==> config.mk <==
export PLATFORM = sky130hd
export DESIGN_NAME = out_port_fifo
export DESIGN_NICKNAME = d
export VERILOG_FILES = /design/src/rtl/nibbler_pkg.sv /design/src/rtl/nibble_regfile.sv /design/src/rtl/out_port_fifo.sv
export SDC_FILE = /design/constraint.sdc
export NUM_CORES = 1
export LEC_CHECK = 0
export CORE_MARGIN = 10
export CORE_UTILIZATION = 45
export CTS_BUF_LIST = sky130_fd_sc_hd__clkbuf_8
export DETAILED_ROUTE_END_ITERATION = 6
export PLACE_DENSITY = 0.68
export RECOVER_POWER = 100
export SLEW_MARGIN = 20
export SYNTH_ARGS = -nofsm -noshare
export SYNTH_HDL_FRONTEND = slang
export SYNTH_HIERARCHICAL = 1
export SYNTH_SLANG_ARGS = --single-unit
export TNS_END_PERCENT = 20
==> constraint.sdc <==
create_clock -name clk -period 2.75 [get_ports clk]
set_input_delay 0.4125 -clock clk [delete_from_list [all_inputs] [get_ports clk]]
set_output_delay 0.4125 -clock clk [all_outputs]
set_load 0.02 [all_outputs]
==> src/rtl/nibbler_pkg.sv <==
// nibbler_pkg
// Shared types and constants for the nibble-wide CPU datapath.
//   nibble_t        4-bit data-bus nibble
//   OUT_FIFO_DEPTH  default entry count of the output-port FIFO
package nibbler_pkg;

  typedef logic [3:0] nibble_t;

  localparam int OUT_FIFO_DEPTH = 4;

endpackage : nibbler_pkg

==> src/rtl/nibble_regfile.sv <==
// nibble_regfile
// Storage array for the output-port FIFO. It has one synchronous write port
// and one asynchronous read port. There is no reset, because the FIFO hides
// stale entries by gating its output with its occupancy count.
// Ports:
//   clk    in   write clock
//   we     in   write enable
//   waddr  in   write address
//   wdata  in   write data
//   raddr  in   read address
//   rdata  out  read data (combinational)
module nibble_regfile
  import nibbler_pkg::*;
#(
  parameter int DEPTH = OUT_FIFO_DEPTH
) (
  input  logic                     clk,
  input  logic                     we,
  input  logic [$clog2(DEPTH)-1:0] waddr,
  input  nibble_t                  wdata,
  input  logic [$clog2(DEPTH)-1:0] raddr,
  output nibble_t                  rdata
);

  nibble_t mem [DEPTH];

  always_ff @(posedge clk) begin
    if (we) begin
      mem[waddr] <= wdata;
    end
  end

  assign rdata = mem[raddr];

endmodule : nibble_regfile

==> src/rtl/out_port_fifo.sv <==
// out_port_fifo
// First-word-fall-through FIFO between the CPU output strobe and an external
// consumer that uses a valid/ready handshake. A push into a full FIFO is
// dropped and recorded in a sticky overflow flag, unless a pop happens in the
// same cycle and frees the slot.
// Ports:
//   clk        in   system clock
//   reset      in   asynchronous active-low reset
//   loadOut    in   push request for bus
//   bus        in   nibble to push (ignored while loadOut=0)
//   out_valid  out  head entry available
//   out_data   out  head entry (0 when empty)
//   out_ready  in   consumer takes the head this cycle
//   count      out  occupied entries, 0..DEPTH
//   full       out  count==DEPTH
//   overflow   out  sticky flag: a push was dropped
//   clr_ovf    in   synchronous clear of overflow
module out_port_fifo
  import nibbler_pkg::*;
#(
  parameter int DEPTH = OUT_FIFO_DEPTH
) (
  input  logic                   clk,
  input  logic                   reset,
  input  logic                   loadOut,
  input  nibble_t                bus,
  output logic                   out_valid,
  output nibble_t                out_data,
  input  logic                   out_ready,
  output logic [$clog2(DEPTH):0] count,
  output logic                   full,
  output logic                   overflow,
  input  logic                   clr_ovf
);

  localparam int PW = $clog2(DEPTH);
  localparam int CW = PW + 1;
  localparam logic [CW-1:0] DEPTH_C = CW'(DEPTH);

  logic [PW-1:0] wr_ptr;
  logic [PW-1:0] rd_ptr;
  logic          push;
  logic          pop;
  logic          drop;
  nibble_t       head;

  assign out_valid = (count != '0);
  assign full      = (count == DEPTH_C);
  assign pop       = out_valid & out_ready;
  // A pop in the same cycle frees a slot, so a full FIFO can still accept.
  assign push      = loadOut & (~full | pop);
  assign drop      = loadOut & full & ~pop;

  nibble_regfile #(
    .DEPTH (DEPTH)
  ) u_regfile (
    .clk   (clk),
    .we    (push),
    .waddr (wr_ptr),
    .wdata (bus),
    .raddr (rd_ptr),
    .rdata (head)
  );

  // Memory is not reset, so stale contents are masked while the FIFO is empty.
  assign out_data = out_valid ? head : '0;

  // DEPTH is a power of two, so the pointers wrap naturally on overflow.
  always_ff @(posedge clk or negedge reset) begin
    if (!reset) begin
      wr_ptr   <= '0;
      rd_ptr   <= '0;
      count    <= '0;
      overflow <= 1'b0;
    end else begin
      if (push) begin
        wr_ptr <= wr_ptr + PW'(1);
      end
      if (pop) begin
        rd_ptr <= rd_ptr + PW'(1);
      end
      if (push && !pop) begin
        count <= count + CW'(1);
      end else if (pop && !push) begin
        count <= count - CW'(1);
      end
      // A new drop takes priority over a clear in the same cycle.
      if (drop) begin
        overflow <= 1'b1;
      end else if (clr_ovf) begin
        overflow <= 1'b0;
      end
    end
  end

endmodule : out_port_fifo

# ---- Word level (Yosys, flattened, before mapping)
# Memory sizes are Yosys's and may differ from the RTL's.
# Cells that the tools add are included.
dict set report word_totals {
  ff_bits 8
  mem_bits_rw 16
  input_bits 9
  out_inout_bits 10
  elab_cells 31
  memories 1
}
dict set report op_classes {
  add_sub_neg 4
  n_eq_ne 1
  mux 7
  bitwise 7
  reduce_logical 7
}
# name depth width read_ports rd_ports_with_merged_regs wr line_no
set memory_table {}
lappend memory_table {u_regfile.mem 4 4 1 0 1 nibble_regfile.sv:25} ;# nibble_t mem [DEPTH];
# operator count
set op_table {}
lappend op_table {{two-way mux 3 bit} 2}
lappend op_table {{adder 2 x 1 -> 2 bit, second input constant} 2}
lappend op_table {{AND 1 bit} 4}
lappend op_table {{two-way mux 1 bit} 4}
lappend op_table {{two-way mux 4 bit} 1}
lappend op_table {{nonzero test 2 bit} 2}
lappend op_table {{adder 3 x 1 -> 3 bit, second input constant} 1}
lappend op_table {{== test 3 bit, second input constant} 1}
lappend op_table {{nonzero test 3 bit} 1}
lappend op_table {{subtractor 3 x 1 -> 3 bit, second input constant} 1}
lappend op_table {{logical AND 1 bit} 2}
lappend op_table {{logical NOT 1 bit} 2}
lappend op_table {{inverter 1 bit} 2}
lappend op_table {{OR 1 bit} 1}

# ---- Logic depth before layout (Yosys ltp)
dict set report depth {
  depth_word 8
  ltp_mapped 9
  ltp_nobuf 8
}

# ---- By module
# Netlist, hierarchy kept.
# mod n_inst cells_each area_per_inst_um2 seq_area_each_um2
set modules_own_cells {}
lappend modules_own_cells {nibble_regfile 1 24 616.8 480.5}
lappend modules_own_cells {out_port_fifo 1 35 419.2 200.2}

# ---- Least setup slack after synthesis
# OpenSTA, ideal clock, no wires.
dict set report synth_path {
  path_type {reg-to-reg}
  start {reg count[1]}
  end {reg count[1]}
  setup_time_ns 0.125
  arrival_time_ns 2.056
  required_time_ns 2.625
  slack_ns 0.569
  stages_incl_launch_ff 7
  n_path_buf 0
  synth_period_minus_slack_ns 2.181
  path_cell_list {dfrtp_1 > or3b_4 > o21a_4 > ha_1 > inv_1 > fa_1 > mux2_2}
}
dict set report synth_via {
  elab_chain_cells 7
  word_cells_on_any_way 15
  classes_between {add/sub (2); eq/ne (1); mux (2); bitwise (4); reduce/logical (6)}
}
# element line_no
set synth_lines {}
lappend synth_lines {{start, declared} out_port_fifo.sv:30} ;# output logic [$clog2(DEPTH):0] count,
lappend synth_lines {{start signal, assigned} out_port_fifo.sv:83} ;# count <= count + CW'(1);
lappend synth_lines {{start signal, assigned} out_port_fifo.sv:85} ;# count <= count - CW'(1);
lappend synth_lines {{nonzero test 3 bit / == test 3 bit (equally long branches)} {out_port_fifo.sv:47, out_port_fifo.sv:48}}
lappend synth_lines {{AND 1 bit / inverter 1 bit (equally long branches)} {out_port_fifo.sv:49, out_port_fifo.sv:51}}
lappend synth_lines {{OR 1 bit *} out_port_fifo.sv:51} ;# assign push = loadOut & (~full | pop);
lappend synth_lines {{AND 1 bit *} out_port_fifo.sv:51}
lappend synth_lines {{net push} out_port_fifo.sv:42} ;# logic push;
lappend synth_lines {{logical NOT 1 bit} out_port_fifo.sv:84} ;# end else if (pop && !push) begin
lappend synth_lines {{logical AND 1 bit} out_port_fifo.sv:84}
lappend synth_lines {{nonzero test 2 bit (no source line)} -}
# Mark *: on every way through the listed nets, which the timed path passes. The rest lies on a longest branch. The select of a mux whose other input is x is not followed.
# A chain may end at the register's enable or synchronous reset.

# ---- Worst setup path in the final report
dict set report layout_path {
  start {reg rd_ptr[0]}
  end {out out_data[3]}
}
dict set report layout_via {
  elab_chain_cells 2
}
# element line_no
set layout_lines {}
lappend layout_lines {{start, declared} out_port_fifo.sv:41} ;# logic [PW-1:0] rd_ptr;
lappend layout_lines {{start signal, assigned} out_port_fifo.sv:80} ;# rd_ptr <= rd_ptr + PW'(1);
lappend layout_lines {{memory read (4 x 4 bit)} -}
lappend layout_lines {{net head[3]} out_port_fifo.sv:45} ;# nibble_t head;
lappend layout_lines {{two-way mux 4 bit} out_port_fifo.sv:66} ;# assign out_data = out_valid ? head : '0;
lappend layout_lines {{end, declared} out_port_fifo.sv:28} ;# output nibble_t out_data,
# The timed path passes the listed nets, and every way through them passes these cells.

==> implementation parameters <==
Parameter                              Value

Timing
  Skew final    around 0.0012 ns
  Setup Total Neg Slack    0 ns
  Total count of hold-check failures in the final report    0
  Final period utilization    0.932
  Max-slew violations    0
  Final setup slack of the worst path    0.186 ns
  Timing-limited maximum frequency    around 0.39 GHz
  Tmin final    between 2 and 3 ns
  RSZ-0062 raised after global routing    false
  WHS    0.501 ns
  Final-report setup violation count    0
  Slew at the pin closest to its max-slew limit    between 0.3 and 0.4 ns
  Worst slew margin relative to its limit    0.746

Synthesis
  Number of flops mapped to enable cells by yosys    16
  Area share of the leading cell type in the synthesized netlist    0.464
  Share of the yosys chip area belonging to registers    0.657
  Dominant cells by area after synthesis    edfxtp_1 46%, dfrtp_1 19%, mux4_1 10%
  Post-Syn Instances    59
  Netlist Area Pre-Place    slightly above 1000 sq um
  Post-synthesis net count    70
  Asr flop ratio synth    0.333
  Most used DFF post-synth    edfxtp_1
  Syn. warnings    6
  Flip-flop and latch count after synthesis    24
  Cell accounting for the most synthesized area    edfxtp_1
  Number of distinct library cell variants in the gate-level netlist after synthesis    22
  Syn avg cell area    approximately 18 sq um

Final layout
  Share of final-layout standard cells stronger than drive strength 1    0.0494
  Layout Cell Area excl Fill    1280 sq um
  Final std cells w/o fill    109
  Nets    93
  Diodes inserted    0
  Area added between synthesis and finish    23.3%
  Share of the core filled with cells    0.577

Placement
  HPWL reported at the end of detailed placement    around 1300 microns
  Worst setup slack after placement    0.412 ns
  Total placed instance area    1250 sq um
  RePlAce Congestion    around 0.66
  Cells after DPL    105
  Quantity of I/O buffers inserted on ports    18

Global route
  GR Util met3    0.0212
  Largest net degree at the start of global routing    14
  GRT Resource Usage Total    0.0848
  Global-route met1 utilization    0.107
  M2 GR Usage    0.138
  GRT Residual Overflow    0
  Global-route wire length before repair    2890 microns
  Number of global-route vias before repair    approximately 560
  Peak-usage layer in the global routing report    met2
  Initial antenna violation count    0

Die
  Initial standard-cell utilization of the core    0.468
  Count of boundary I/O pins    19
  Die Area    4620 sq um
  Floorplan die height    a little under 70 microns
  Number of core rows    17
  Width of the die    roughly 68 microns
  Core area    2210 sq um

CTS
  Count of clock tree sinks    24
  Post-cts resize count    0
  Root Buffer Master    clkbuf_8
  Clock transition at the register clock pins on the worst setup and hold paths after CTS    0.08 ns
  Worst-Skew Late Latency    0.26 ns
  CTS tree    done
  Number of setup buffers added after CTS    0
  Cts bufs inserted    3
  Hold bufs inserted after CTS    0
  Clk buf depth    2
  Number of H-tree branching levels    1

Worst setup path
  Worst setup EP type    output port
  Max FO, Critical Path    6
  Worst reg2reg path depth    6
  Largest delay share family, worst path    buffers and inverters
  Endpoint of the worst register-to-register path    count[1]
  Critical path arrival    2.15 ns
  Largest stage delay on the critical path    0.64 ns
  Critical path launch point type    flop
  Required arrival time at the worst endpoint    2.34 ns
  FF-to-FF Start    count[1]
  Critical-path top delay cell    dlygate4sd3_1
  Buffers and inverters on the worst path    1
  Critical path class    reg2out
  Beginning of the critical path    rd_ptr[0]
  Internal reg-to-reg setup slack    0.50 ns
  Critical path cell sequence    mux4_1 > and2_1 > dlygate4sd3_1
  WP depth    3
  Crit path to    out_data[3]

Route
  Violation count after the first detailed-route iteration    14
  Vias post-DR    533
  Total length of routed wires    1780 microns
  Antenna viol nets, final    0
  Number of vias per cell after detailed routing    4.89
  Routed length per instance    16.3 microns
  Iteration count of the initial detailed-routing pass    3
  Residual DRC count    0

Power
  Worst ir drop on vdd    just over 0.0005 V
  Post-route total power    1.34 mW
  Leakage component of the power    between 0.4 and 0.5 nW
  Total power per unit cell area    around 1100 nW/um^2

Min path
  Hold Path Class    in2async

Run
  Max cap viols    0

Run status
  Status    finished clean
## worst register-to-register path, stage by stage, from the launching register on
cell	delay [ns]
dfrtp_1	0.43
or3b_1	0.47
o21a_1	0.27
ha_1	0.24
inv_1	0.07
fa_1	0.40
mux2_2	0.26
## synth_stat cells (2+ instances only)
cell	number
inv_1	4
xor2_1	3
xnor2_1	4
and3b_1	2
dfrtp_1	8
and2_1	4
edfxtp_1	16
mux4_1	4
## worst min-delay path by stage
stage	from	to	slack, ns	cells after the start
floorplan	reset	count[0]	0.12	0
global placement	count[2]	count[2]	0.51	1
detailed placement	count[2]	count[2]	0.51	1
CTS	reset	wr_ptr[0]	0.44	1
global route	reset	wr_ptr[0]	0.51	1
finish	reset	overflow	0.50	1
## layer usage
metal,up-vias,share of wire
li1,262,-
met1,258,0.44
met2,10,0.50
met3,3,0.044
met4,0,0.0085
met5,-,0
## cell type report
cell class	instances	area [sq um]
Timing Repair Buffer	19	184
Clock inverter	1	3.75
Fill cell	193	935
Sequential cell	24	681
Clock buffer	3	41.3
Multi-Input combinational cell	30	318
Tap cell	28	35.0
Inverter	4	15.0
## registers in the layout (all words and copies together) (netlist names)
signal	cells
count	3
overflow	1
rd_ptr	2
u_regfile/mem	16
wr_ptr	2
## logic make-up after synthesis
| kind of cell | synth area share |
|---|---|
| xor gates and xnor gates | 0.0592 |
| adders and majority gates | 0.0314 |
| buffers and inverters | 0.0193 |
| AOI/OAI and AO/OA | 0.0350 |
| DFF | 0.657 |
| and+or+nand+nor | 0.0858 |
| muxes | 0.112 |
## power breakdown
group	total, mW	switching, mW	internal, mW
registers	0.591	0.0942	0.496
logic	0.553	0.262	0.291
clock network	0.201	0.102	0.0995
## cell usage in the layout, fill, tap and decap left out, types with 2 or more instances in the layout
master           synthesis  final
clkbuf_8                 0      3
dlygate4sd3_1            0     14
edfxtp_1                16     16
xnor2_1                  4      4
clkdlybuf4s50_1          0      4
inv_1                    4      4
mux4_1                   4      4
dfrtp_1                  8      8
xor2_1                   3      3
and2_1                   4      4
and3b_1                  2      2
Power figures use the tool's default switching activity.
